<file path="src/rtl/a2bus_capture_fifo_if.sv">
// ---------------------------------------------------------------------------
// a2bus_capture_fifo_if
// Groups the bus-snoop inputs, window programming port, packet stream and
// status of a2bus_capture_fifo.
//   slave  : capture block side (bus/cfg/ready/stat_clear in; stream/status out)
//   master : driver side (the mirror image)
// Parameters must match the ones given to a2bus_capture_fifo.
// ---------------------------------------------------------------------------
interface a2bus_capture_fifo_if #(
    parameter int DEPTH_LOG2 = 5,
    parameter int TS_W       = 16
);
    localparam int PKT_W = 32 + TS_W;

    logic                  bus_strobe;
    logic                  bus_m2sel_n;
    logic [15:0]           bus_addr;
    logic [7:0]            bus_data;
    logic                  bus_rw_n;
    logic                  bus_m2b0;
    logic                  bus_sw_gs;
    logic                  capture_enable;

    logic                  cfg_wr;
    logic [2:0]            cfg_idx;
    logic [15:0]           cfg_base;
    logic [15:0]           cfg_mask;
    logic [1:0]            cfg_rw;
    logic                  cfg_en;

    logic                  out_valid;
    logic [PKT_W-1:0]      out_data;
    logic                  out_ready;

    logic [DEPTH_LOG2:0]   fifo_level;
    logic [15:0]           drop_count;
    logic                  overflow_sticky;
    logic                  stat_clear;

    modport slave (
        input  bus_strobe, bus_m2sel_n, bus_addr, bus_data, bus_rw_n,
               bus_m2b0, bus_sw_gs, capture_enable,
               cfg_wr, cfg_idx, cfg_base, cfg_mask, cfg_rw, cfg_en,
               out_ready, stat_clear,
        output out_valid, out_data, fifo_level, drop_count, overflow_sticky
    );

    modport master (
        output bus_strobe, bus_m2sel_n, bus_addr, bus_data, bus_rw_n,
               bus_m2b0, bus_sw_gs, capture_enable,
               cfg_wr, cfg_idx, cfg_base, cfg_mask, cfg_rw, cfg_en,
               out_ready, stat_clear,
        input  out_valid, out_data, fifo_level, drop_count, overflow_sticky
    );
endinterface

</file>
<file path="src/rtl/a2bus_capture_fifo.sv">
// ---------------------------------------------------------------------------
// a2bus_capture_fifo
// Snoops bus transactions, filters them through NUM_WIN address/rw windows
// and queues matching ones as timestamped packets in a first-word
// fall-through FIFO with drop accounting.
// Ports:
//   clk_logic : sole clock
//   reset     : synchronous, active-high
//   bus       : a2bus_capture_fifo_if.slave (bus fields, window cfg port,
//               ready/valid packet stream, level/drop status)
// Packet: {ts, addr[15:0], data[7:0], rw_n, m2sel_n, m2b0, sw_gs, win[2:0], marker}
// Optional feature: define A2BUS_CAPTURE_DROP_MARKER_EN to emit a marker
// packet carrying the drop-run length once space frees up after drops.
// ---------------------------------------------------------------------------
module a2bus_capture_fifo #(
    parameter int NUM_WIN    = 4,
    parameter int DEPTH_LOG2 = 5,
    parameter int TS_W       = 16
) (
    input  logic                clk_logic,
    input  logic                reset,
    a2bus_capture_fifo_if.slave bus
);
    localparam int PKT_W = 32 + TS_W;
    localparam int DEPTH = 1 << DEPTH_LOG2;
    localparam logic [DEPTH_LOG2:0] LEVEL_FULL = (DEPTH_LOG2 + 1)'(DEPTH);

    function automatic logic rw_pass(input logic [1:0] rw_sel, input logic rw_n);
        case (rw_sel)
            2'b00:   return 1'b1;
            2'b01:   return rw_n;
            2'b10:   return !rw_n;
            default: return 1'b0;
        endcase
    endfunction

    logic [TS_W-1:0]       ts_q;
    logic [15:0]           base_q [NUM_WIN];
    logic [15:0]           mask_q [NUM_WIN];
    logic [1:0]            rw_q   [NUM_WIN];
    logic [NUM_WIN-1:0]    en_q;

    logic [PKT_W-1:0]      mem_q [DEPTH];
    logic [DEPTH_LOG2-1:0] wr_ptr_q, rd_ptr_q;
    logic [DEPTH_LOG2:0]   level_q, level_d;
    logic [15:0]           drop_cnt_q, drop_cnt_d;
    logic                  sticky_q, sticky_d;

    logic [NUM_WIN-1:0]    win_hit;
    logic                  hit;
    logic [2:0]            win_idx;
    logic                  capture, pop, space, push, drop;
    logic [PKT_W-1:0]      push_data, bus_pkt;

    always_comb begin
        win_hit = '0;
        hit     = 1'b0;
        win_idx = '0;
        for (int i = 0; i < NUM_WIN; i++) begin
            win_hit[i] = en_q[i]
                && ((bus.bus_addr & mask_q[i]) == (base_q[i] & mask_q[i]))
                && rw_pass(rw_q[i], bus.bus_rw_n);
        end
        // Scan downwards so the lowest matching index is the one left standing.
        for (int i = NUM_WIN - 1; i >= 0; i--) begin
            if (win_hit[i]) begin
                hit     = 1'b1;
                win_idx = 3'(i);
            end
        end
    end

    assign capture = bus.capture_enable & bus.bus_strobe & ~bus.bus_m2sel_n & hit;
    assign pop     = bus.out_valid & bus.out_ready;
    // A pop in the same cycle frees the slot a push needs.
    assign space   = (level_q != LEVEL_FULL) | pop;
    assign bus_pkt = {ts_q, bus.bus_addr, bus.bus_data, bus.bus_rw_n, bus.bus_m2sel_n,
                      bus.bus_m2b0, bus.bus_sw_gs, win_idx, 1'b0};

`ifdef A2BUS_CAPTURE_DROP_MARKER_EN
    logic       pend_q, pend_d;
    logic [7:0] run_q, run_d;

    always_comb begin
        push      = 1'b0;
        drop      = 1'b0;
        push_data = bus_pkt;
        pend_d    = pend_q;
        run_d     = run_q;
        if (pend_q && space) begin
            // Marker owns this slot; a capture arriving now opens a new drop run.
            push      = 1'b1;
            push_data = {ts_q, 16'hFFFF, run_q, 4'b0000, 3'b111, 1'b1};
            pend_d    = 1'b0;
            run_d     = '0;
            if (capture) begin
                drop   = 1'b1;
                pend_d = 1'b1;
                run_d  = 8'd1;
            end
        end else if (capture) begin
            if (space) begin
                push = 1'b1;
            end else begin
                drop   = 1'b1;
                pend_d = 1'b1;
                if (run_q != 8'hFF) run_d = run_q + 8'd1;
            end
        end
    end

    always_ff @(posedge clk_logic) begin
        if (reset) begin
            pend_q <= 1'b0;
            run_q  <= '0;
        end else begin
            pend_q <= pend_d;
            run_q  <= run_d;
        end
    end
`else
    always_comb begin
        push      = 1'b0;
        drop      = 1'b0;
        push_data = bus_pkt;
        if (capture) begin
            if (space) push = 1'b1;
            else       drop = 1'b1;
        end
    end
`endif

    always_comb begin
        level_d = level_q;
        if (push && !pop)      level_d = level_q + 1'b1;
        else if (!push && pop) level_d = level_q - 1'b1;
    end

    always_comb begin
        drop_cnt_d = drop_cnt_q;
        sticky_d   = sticky_q;
        if (bus.stat_clear) begin
            drop_cnt_d = {15'd0, drop};
            sticky_d   = drop;
        end else if (drop) begin
            sticky_d = 1'b1;
            if (drop_cnt_q != 16'hFFFF) drop_cnt_d = drop_cnt_q + 16'd1;
        end
    end

    always_ff @(posedge clk_logic) begin
        if (reset) begin
            ts_q       <= '0;
            wr_ptr_q   <= '0;
            rd_ptr_q   <= '0;
            level_q    <= '0;
            drop_cnt_q <= '0;
            sticky_q   <= 1'b0;
            en_q       <= '0;
            for (int i = 0; i < NUM_WIN; i++) begin
                base_q[i] <= '0;
                mask_q[i] <= '0;
                rw_q[i]   <= '0;
            end
        end else begin
            ts_q       <= ts_q + 1'b1;
            level_q    <= level_d;
            drop_cnt_q <= drop_cnt_d;
            sticky_q   <= sticky_d;
            if (push) wr_ptr_q <= wr_ptr_q + 1'b1;
            if (pop)  rd_ptr_q <= rd_ptr_q + 1'b1;
            for (int i = 0; i < NUM_WIN; i++) begin
                if (bus.cfg_wr && bus.cfg_idx == 3'(i)) begin
                    base_q[i] <= bus.cfg_base;
                    mask_q[i] <= bus.cfg_mask;
                    rw_q[i]   <= bus.cfg_rw;
                    en_q[i]   <= bus.cfg_en;
                end
            end
        end
    end

    // Storage needs no reset: pointers and level decide what is visible.
    always_ff @(posedge clk_logic) begin
        if (push) mem_q[wr_ptr_q] <= push_data;
    end

    assign bus.out_valid       = (level_q != '0);
    assign bus.out_data        = mem_q[rd_ptr_q];
    assign bus.fifo_level      = level_q;
    assign bus.drop_count      = drop_cnt_q;
    assign bus.overflow_sticky = sticky_q;

endmodule

</file>
<file path="src/flat_wrapper.sv">
// flat-port wrapper written by rule: the top's interface ports become plain ports
module a2bus_capture_fifo_flat 
#(
    parameter int NUM_WIN    = 4,
    parameter int DEPTH_LOG2 = 5,
    parameter int TS_W       = 16
)
  (clk_logic, reset, bus_bus_strobe, bus_bus_m2sel_n, bus_bus_addr, bus_bus_data, bus_bus_rw_n, bus_bus_m2b0, bus_bus_sw_gs, bus_capture_enable, bus_cfg_wr, bus_cfg_idx, bus_cfg_base, bus_cfg_mask, bus_cfg_rw, bus_cfg_en, bus_out_ready, bus_stat_clear, bus_out_valid, bus_out_data, bus_fifo_level, bus_drop_count, bus_overflow_sticky);
  a2bus_capture_fifo_if #(.DEPTH_LOG2(DEPTH_LOG2), .TS_W(TS_W)) bus_i ();
  input  logic clk_logic;
  input  logic reset;
  input wire logic [$bits(bus_i.bus_strobe)-1:0] bus_bus_strobe;
  input wire logic [$bits(bus_i.bus_m2sel_n)-1:0] bus_bus_m2sel_n;
  input wire logic [$bits(bus_i.bus_addr)-1:0] bus_bus_addr;
  input wire logic [$bits(bus_i.bus_data)-1:0] bus_bus_data;
  input wire logic [$bits(bus_i.bus_rw_n)-1:0] bus_bus_rw_n;
  input wire logic [$bits(bus_i.bus_m2b0)-1:0] bus_bus_m2b0;
  input wire logic [$bits(bus_i.bus_sw_gs)-1:0] bus_bus_sw_gs;
  input wire logic [$bits(bus_i.capture_enable)-1:0] bus_capture_enable;
  input wire logic [$bits(bus_i.cfg_wr)-1:0] bus_cfg_wr;
  input wire logic [$bits(bus_i.cfg_idx)-1:0] bus_cfg_idx;
  input wire logic [$bits(bus_i.cfg_base)-1:0] bus_cfg_base;
  input wire logic [$bits(bus_i.cfg_mask)-1:0] bus_cfg_mask;
  input wire logic [$bits(bus_i.cfg_rw)-1:0] bus_cfg_rw;
  input wire logic [$bits(bus_i.cfg_en)-1:0] bus_cfg_en;
  input wire logic [$bits(bus_i.out_ready)-1:0] bus_out_ready;
  input wire logic [$bits(bus_i.stat_clear)-1:0] bus_stat_clear;
  output wire logic [$bits(bus_i.out_valid)-1:0] bus_out_valid;
  output wire logic [$bits(bus_i.out_data)-1:0] bus_out_data;
  output wire logic [$bits(bus_i.fifo_level)-1:0] bus_fifo_level;
  output wire logic [$bits(bus_i.drop_count)-1:0] bus_drop_count;
  output wire logic [$bits(bus_i.overflow_sticky)-1:0] bus_overflow_sticky;
  assign bus_i.bus_strobe = bus_bus_strobe;
  assign bus_i.bus_m2sel_n = bus_bus_m2sel_n;
  assign bus_i.bus_addr = bus_bus_addr;
  assign bus_i.bus_data = bus_bus_data;
  assign bus_i.bus_rw_n = bus_bus_rw_n;
  assign bus_i.bus_m2b0 = bus_bus_m2b0;
  assign bus_i.bus_sw_gs = bus_bus_sw_gs;
  assign bus_i.capture_enable = bus_capture_enable;
  assign bus_i.cfg_wr = bus_cfg_wr;
  assign bus_i.cfg_idx = bus_cfg_idx;
  assign bus_i.cfg_base = bus_cfg_base;
  assign bus_i.cfg_mask = bus_cfg_mask;
  assign bus_i.cfg_rw = bus_cfg_rw;
  assign bus_i.cfg_en = bus_cfg_en;
  assign bus_i.out_ready = bus_out_ready;
  assign bus_i.stat_clear = bus_stat_clear;
  assign bus_out_valid = bus_i.out_valid;
  assign bus_out_data = bus_i.out_data;
  assign bus_fifo_level = bus_i.fifo_level;
  assign bus_drop_count = bus_i.drop_count;
  assign bus_overflow_sticky = bus_i.overflow_sticky;
  a2bus_capture_fifo #(.NUM_WIN(NUM_WIN), .DEPTH_LOG2(DEPTH_LOG2), .TS_W(TS_W)) u_core (.clk_logic(clk_logic), .reset(reset), .bus(bus_i));
endmodule
</file>
<file path="config.mk">
export PLATFORM = sky130hd
export DESIGN_NAME = a2bus_capture_fifo_flat
export DESIGN_NICKNAME = d
export VERILOG_FILES = /design/src/rtl/a2bus_capture_fifo_if.sv /design/src/rtl/a2bus_capture_fifo.sv /design/src/flat_wrapper.sv
export SDC_FILE = /design/constraint.sdc
export NUM_CORES = 2
export LEC_CHECK = 0
export CAP_MARGIN = 25
export CORE_UTILIZATION = 50
export DETAILED_ROUTE_END_ITERATION = 7
export GPL_ROUTABILITY_DRIVEN = 0
export GPL_TIMING_DRIVEN = 1
export PLACE_DENSITY = 0.75
export SLEW_MARGIN = 40
export SYNTH_ARGS = -nofsm -noshare
export SYNTH_HDL_FRONTEND = slang
export SYNTH_SLANG_ARGS = --single-unit
</file>
<file path="constraint.sdc">
create_clock -name clk_logic -period 17.55 [get_ports clk_logic]
set_clock_uncertainty 0.2 [all_clocks]
set_input_delay 5.265 -clock clk_logic [delete_from_list [all_inputs] [get_ports clk_logic]]
set_output_delay 5.265 -clock clk_logic [all_outputs]
set_load 0.005 [all_outputs]
</file>
==> After elaboration in Yosys (flattened, before gate mapping) <==
Memories as Yosys holds them, arrays and structs flattened. A register that Yosys moved wholly into a read port is not among the register bits.
Index checks and enable logic that the tools add are counted.
{ "totals": {"ff_bits": 53, "ramBits": 1608, "input_bits": 73, "wordCells": 146, "n_memories": 4} }
{ "memory_table": {"columns": ["name", "words", "word_bits", "rd", "rd_clocked_by_memory_dff", "write_ports", "line", "rtl"], "rows": [
  ["u_core.mem_q", 32, 46, 1, 1, 1, "a2bus_capture_fifo.sv:43", "logic [PKT_W-1:0] mem_q [DEPTH];"],
  ["u_core.base_q", 4, 16, 4, 0, 4, "a2bus_capture_fifo.sv:38", "logic [15:0] base_q [NUM_WIN];"],
  ["u_core.mask_q", 4, 16, 4, 0, 4, "a2bus_capture_fifo.sv:39", "logic [15:0] mask_q [NUM_WIN];"],
  ["u_core.rw_q", 4, 2, 4, 0, 4, "a2bus_capture_fifo.sv:40", "logic [1:0] rw_q [NUM_WIN];"]
]} }
{ "op_classes": {"add_sub_neg": 6, "n_eq_ne": 17, "n_mux": 53, "n_bitwise": 26, "reduce_logical": 29} }
{ "op_table": {"columns": ["operator", "n"], "rows": [
  ["$and A16 B16 Y16", 8],
  ["$mux W16", 8],
  ["$eq A16 B16 Y1", 4],
  ["$add A16 B1 Y16 const B", 2],
  ["$mux W1", 29],
  ["$mux W2", 8],
  ["$ne A16 B16 Y1 const B", 1],
  ["$logic_and A1 B1 Y1", 14],
  ["$or A1 B1 Y1", 13],
  ["$mux W6", 2],
  ["$pmux W1 S3", 4],
  ["$add A5 B1 Y5 const B", 2],
  ["$mux W5", 2],
  ["$eq A2 B1 Y1 const B", 4],
  ["$eq A2 B2 Y1 const B", 4],
  ["$logic_not A2 Y1", 4],
  ["$add A6 B1 Y6 const B", 1],
  ["$eq A3 B2 Y1 const B", 2],
  ["$ne A6 B6 Y1 const B", 1],
  ["$reduce_bool A2 Y1", 3],
  ["$reduce_bool A6 Y1", 1],
  ["$sub A6 B1 Y6 const B", 1],
  ["$and A1 B1 Y1", 4],
  ["$reduce_and A2 Y1", 2],
  ["5 further kinds", 7]
]} }

==> Depth between registers and ports, before layout <==
An unclocked memory read counts as a cell.
{ "logic_depth": {"depth_word": 15, "ltp_mapped": 18, "mapped_depth_nobuf": 16} }

==> Worst setup path before layout <==
Ideal clock, no wire load.
{ "synth_path": {"path_kind": "input to register", "start": "input bus_bus_rw_n", "end": "memory u_core.mem_q[0][0] in the netlist's numbering, enable pin", "setup_ns": 0.564, "arrival_ns": 11.276, "setup_slack_ns": 5.511, "cell_stages": 10, "n_path_buf": 2, "cell_sequence": "buf_2 > mux2i_1 > nand2_1 > a2111oi_2 > and4_4 > nor2_4 > a211oi_2 > buf_2 > nand2_1 > nor4_1"} }
{ "synth_via": {"elab_chain_len": 11, "word_cells_on_any_way": 17, "cone_classes": "mux: 11; bitwise: 1; reduce/logical: 5"} }
{ "synth_rtl": {"columns": ["element", "line", "rtl"], "rows": [
  ["start, declared", "flat_wrapper.sv:16", "input wire logic [$bits(bus_i.bus_rw_n)-1:0] bus_bus_rw_n;"],
  ["$logic_not A1 Y1", "a2bus_capture_fifo.sv:32", "2'b10: return !rw_n;"],
  ["$pmux W1 S3", "a2bus_capture_fifo.sv:29", "case (rw_sel)"],
  ["$logic_and A1 B1 Y1", "a2bus_capture_fifo.sv:62", "&& rw_pass(rw_q[i], bus.bus_rw_n);"],
  ["$mux W1 (3 in a row)", "a2bus_capture_fifo.sv:66", "if (win_hit[i]) begin"],
  ["$mux W1 *", "a2bus_capture_fifo.sv:66", null],
  ["$and A1 B1 Y1 *", "a2bus_capture_fifo.sv:73", "assign capture = bus.capture_enable & bus.bus_strobe & ~bus.bus_m2sel_n & hit;"],
  ["$mux W1 *", "a2bus_capture_fifo.sv:126", "if (capture) begin"],
  ["$mux W1 *", "a2bus_capture_fifo.sv:185", "if (push) mem_q[wr_ptr_q] <= push_data;"],
  ["$mux W1 (not written as such) *", "a2bus_capture_fifo.sv:185", null],
  ["end, declared", "a2bus_capture_fifo.sv:43", null]
]} }
Mark *: on every way between the ends. The rest lies on a longest branch, timed or not.

==> flow_metrics.env <==
export IMPL_fp_coreArea_sq_um=128000
export IMPL_slowest_delay_ns=0.70
export IMPL_ys_seq_area_share_pct=76.6
export IMPL_cp_arrival_ns=4.80
export IMPL_numPortBuffers=142
export IMPL_syn_area_sq_um=64500
export IMPL_worst_path_stages=6
export IMPL_fin_crit_ns=10.27
export IMPL_maxSlewHeadroom_pct=45.2
export IMPL_rr_endpoint="u_core.mem_q[28][44]"
export IMPL_hold_ws_ns=0.289
export IMPL_cp_common_cell="mux4_2"
export IMPL_nets=3204
export IMPL_crit_required_ns=12.08
export IMPL_yosysTopAreaCellShare_pct=74.8
export IMPL_ctsHoldBuffers=0
export IMPL_drt_pass1_iterations=5
export IMPL_tritoncts="done"
export IMPL_post_cts_buffers=0
export IMPL_p_leak_nw=23.0
export IMPL_start_util_pct=50.5
export IMPL_tightest_slew_ns=0.802
export IMPL_clk_pin_slew_ns=0.06
export IMPL_dr_total_vias=31000
export IMPL_grt_usage_pct=23.2
export IMPL_setup_viol=0
export IMPL_synth_ff_type="edfxtp_1"
export IMPL_die_area_sq_um=131000
export IMPL_synth_seq_cells=1666
export IMPL_clock_fmax_ghz=0.0974
export IMPL_synth_top_cell_by_area="edfxtp_1"
export IMPL_grt_antenna_before_repair=1
export IMPL_synth_cell_types=54
export IMPL_power_density_nw_per_um2=121
export IMPL_wl_per_cell_um=30.6
export IMPL_fin_cells=4913
export IMPL_cts_buffer_depth=3
export IMPL_vdd_drop_max_v=0.000108
export IMPL_cp_slowest_cell="clkbuf_8"
export IMPL_drc=0
export IMPL_drive_above_1_share_pct=28.6
export IMPL_hold_viol_final=0
export IMPL_cts_sinks=1666
export IMPL_syn_instance_count=2854
export IMPL_htreeDepth=4
export IMPL_numCtsBuffers=162
export IMPL_clk_latency_ns=0.77
export IMPL_insertedDiodeCount=0
export IMPL_r2r_start="u_core.base_q[1][4]"
export IMPL_synth_edf_count=1608
export IMPL_cp_end_kind="primary output"
export IMPL_vias_per_cell=6.31
export IMPL_postCtsResizedCells=0
export IMPL_critPathBufInv=3
export IMPL_maxSlewViolCount=0
export IMPL_grt_pass1_vias=32400
export IMPL_post_dp_hpwl_um=82100
export IMPL_area_delta_synth_final_pct=14.8
export IMPL_initialDrtViolationCount=4106
export IMPL_grt_overflow=0
export IMPL_hold_path_depth=2
export IMPL_path_max_fanout=53
export IMPL_rows=131
export IMPL_ant_nets=0
export IMPL_place_inst=4614
export IMPL_rr_worst_depth=11
export IMPL_grt_max_degree=77
export IMPL_yosysWarningCount=0
export IMPL_drv_cap=0
export IMPL_fin_crit_sh_pct=58.5
export IMPL_routed_wl_um=150000
export IMPL_num_io_pins=145
export IMPL_grt_pass1_wl_um=218000
export IMPL_async_reset_ff_share_pct=0
export IMPL_avgSynthCellArea_sq_um=22.6
export IMPL_hold_path_class="reg2reg"
export IMPL_r2r_setup_slack_ns=12.87
export IMPL_layout_setup_ws_ns=7.28
export IMPL_setup_tns_ns=0
export IMPL_run_status="complete, no violations"
export IMPL_path_class="reg2out"
export IMPL_yosysMostFrequentCell="edfxtp_1"
export IMPL_path_cells="buf_4 > clkbuf_8 > mux4_2 > mux4_2 > mux2_2 > clkdlybuf4s50_1"
export IMPL_cp_start_kind="flip-flop"
export IMPL_grt_setup_unrepaired="no"
export IMPL_dieHeight_um=361
export IMPL_ctsRootBufferMaster="clkbuf_16"
export IMPL_die_w_um=361
export IMPL_synth_area_top_cells="edfxtp_1 75%, mux4_2 16%, dfxtp_1 1.8%"
export IMPL_ys_top_cells_by_count="1608 x edfxtp_1, 460 x mux4_2, 139 x and2_1"
export IMPL_endpoint="bus_out_data[13]"
export IMPL_preCtsSetupSlack_ns=7.26
export IMPL_cp_top_family="buffers and inverters"
kinds of logic after synthesis:
| logic type | after synthesis | synth area share, % |
|---|---|---|
| simple gates | 332 | 2.91 |
| buf+inv | 156 | 0.942 |
| mux | 522 | 17.1 |
| xor+xnor | 89 | 1.21 |
| flops | 1666 | 76.6 |
| fa+ha+maj | 13 | 0.264 |
| other cells | 1 | 0.00581 |
| compound gates | 75 | 0.962 |
sequential cells by signal (all words and copies together) (netlist names), named ones only:
register,cells
u_core.bus.fifo_level,6
u_core.bus.overflow_sticky,1
u_core.rw_q,8
u_core.mem_q,1472
u_core.bus.drop_count,16
u_core.mask_q,64
u_core.base_q,64
u_core.ts_q,16
u_core.wr_ptr_q,5
u_core.en_q,4
u_core.rd_ptr_q,5
cell usage in the layout (no fill, tap or decap), types with 15 or more instances in the layout:
cell type        netlist  routed
edfxtp_1            1608    1608
mux4_2               460     460
clkbuf_16              0     164
and2_1               139     139
clkdlybuf4s50_1        0     125
xor2_1                81      81
buf_4                  2      57
mux2_2                46      46
clkinv_1               0      43
nor2_1                44      42
nand2_1               40      40
dfxtp_1               58      38
clkbuf_1              91      31
buf_12                 0      27
clkinv_2               0      23
a21oi_1               20      20
buf_2                 12      17
mux2i_1               16      16
dfxtp_2                0      15
power by group:
part           internal [mW]  total, mW  switching [mW]
logic                  0.648       1.18           0.531
clock network           1.90       3.39            1.48
registers               4.37       4.41          0.0390
total                   6.92       8.97            2.06
worst register-to-register path: cells and delay by family, from the launching register on:
kind | cells | cell delay, ns
DFF | 1 | 0.39
and+or+nand+nor | 4 | 1.38
buffers and inverters | 3 | 1.18
xor gates and xnor gates | 1 | 0.15
AOI/OAI and AO/OA | 3 | 1.07
per-layer routing:
metal	global-route usage [%]	share of wire [%]	vias up
met5	0	0.0073	-
met4	8.68	3.5	2
met3	4.01	8.3	322
met2	39.1	50	1755
met1	30.4	38	16400
li1	-	-	12500
through the flow:
stage          area (sq um)  total power, mW  util (%)
5_1_grt               74100             9.23      57.9
3_5_place_dp          68900             5.68      53.9
6_report              74100             8.97      57.9
2_1_floorplan         64500             5.32         -
4_1_cts               74000             9.03      57.9
3_3_place_gp          68200             5.65      53.4
layout make-up:
cell class	instances	area [sq um]
Clock buffer	197	4250
Fill cell	8735	53800
Clock inverter	100	918
Timing Repair Buffer	243	2580
Tap cell	1662	2080
Inverter	12	45.0
Sequential cell	1666	49500
Multi-Input combinational cell	1033	14700
worst min-delay path by stage:
stage	from	endpoint	slack, ns
2_1_floorplan	u_core.en_q[0]	u_core.en_q[0]	0.25
3_3_place_gp	u_core.bus.drop_count[6]	u_core.bus.drop_count[6]	0.27
3_5_place_dp	u_core.bus.overflow_sticky	u_core.bus.overflow_sticky	0.29
4_1_cts	u_core.bus.overflow_sticky	u_core.bus.overflow_sticky	0.30
5_1_grt	u_core.bus.overflow_sticky	u_core.bus.overflow_sticky	0.33
6_report	u_core.bus.overflow_sticky	u_core.bus.overflow_sticky	0.29
Note: power is estimated with default switching activity, not from simulation.
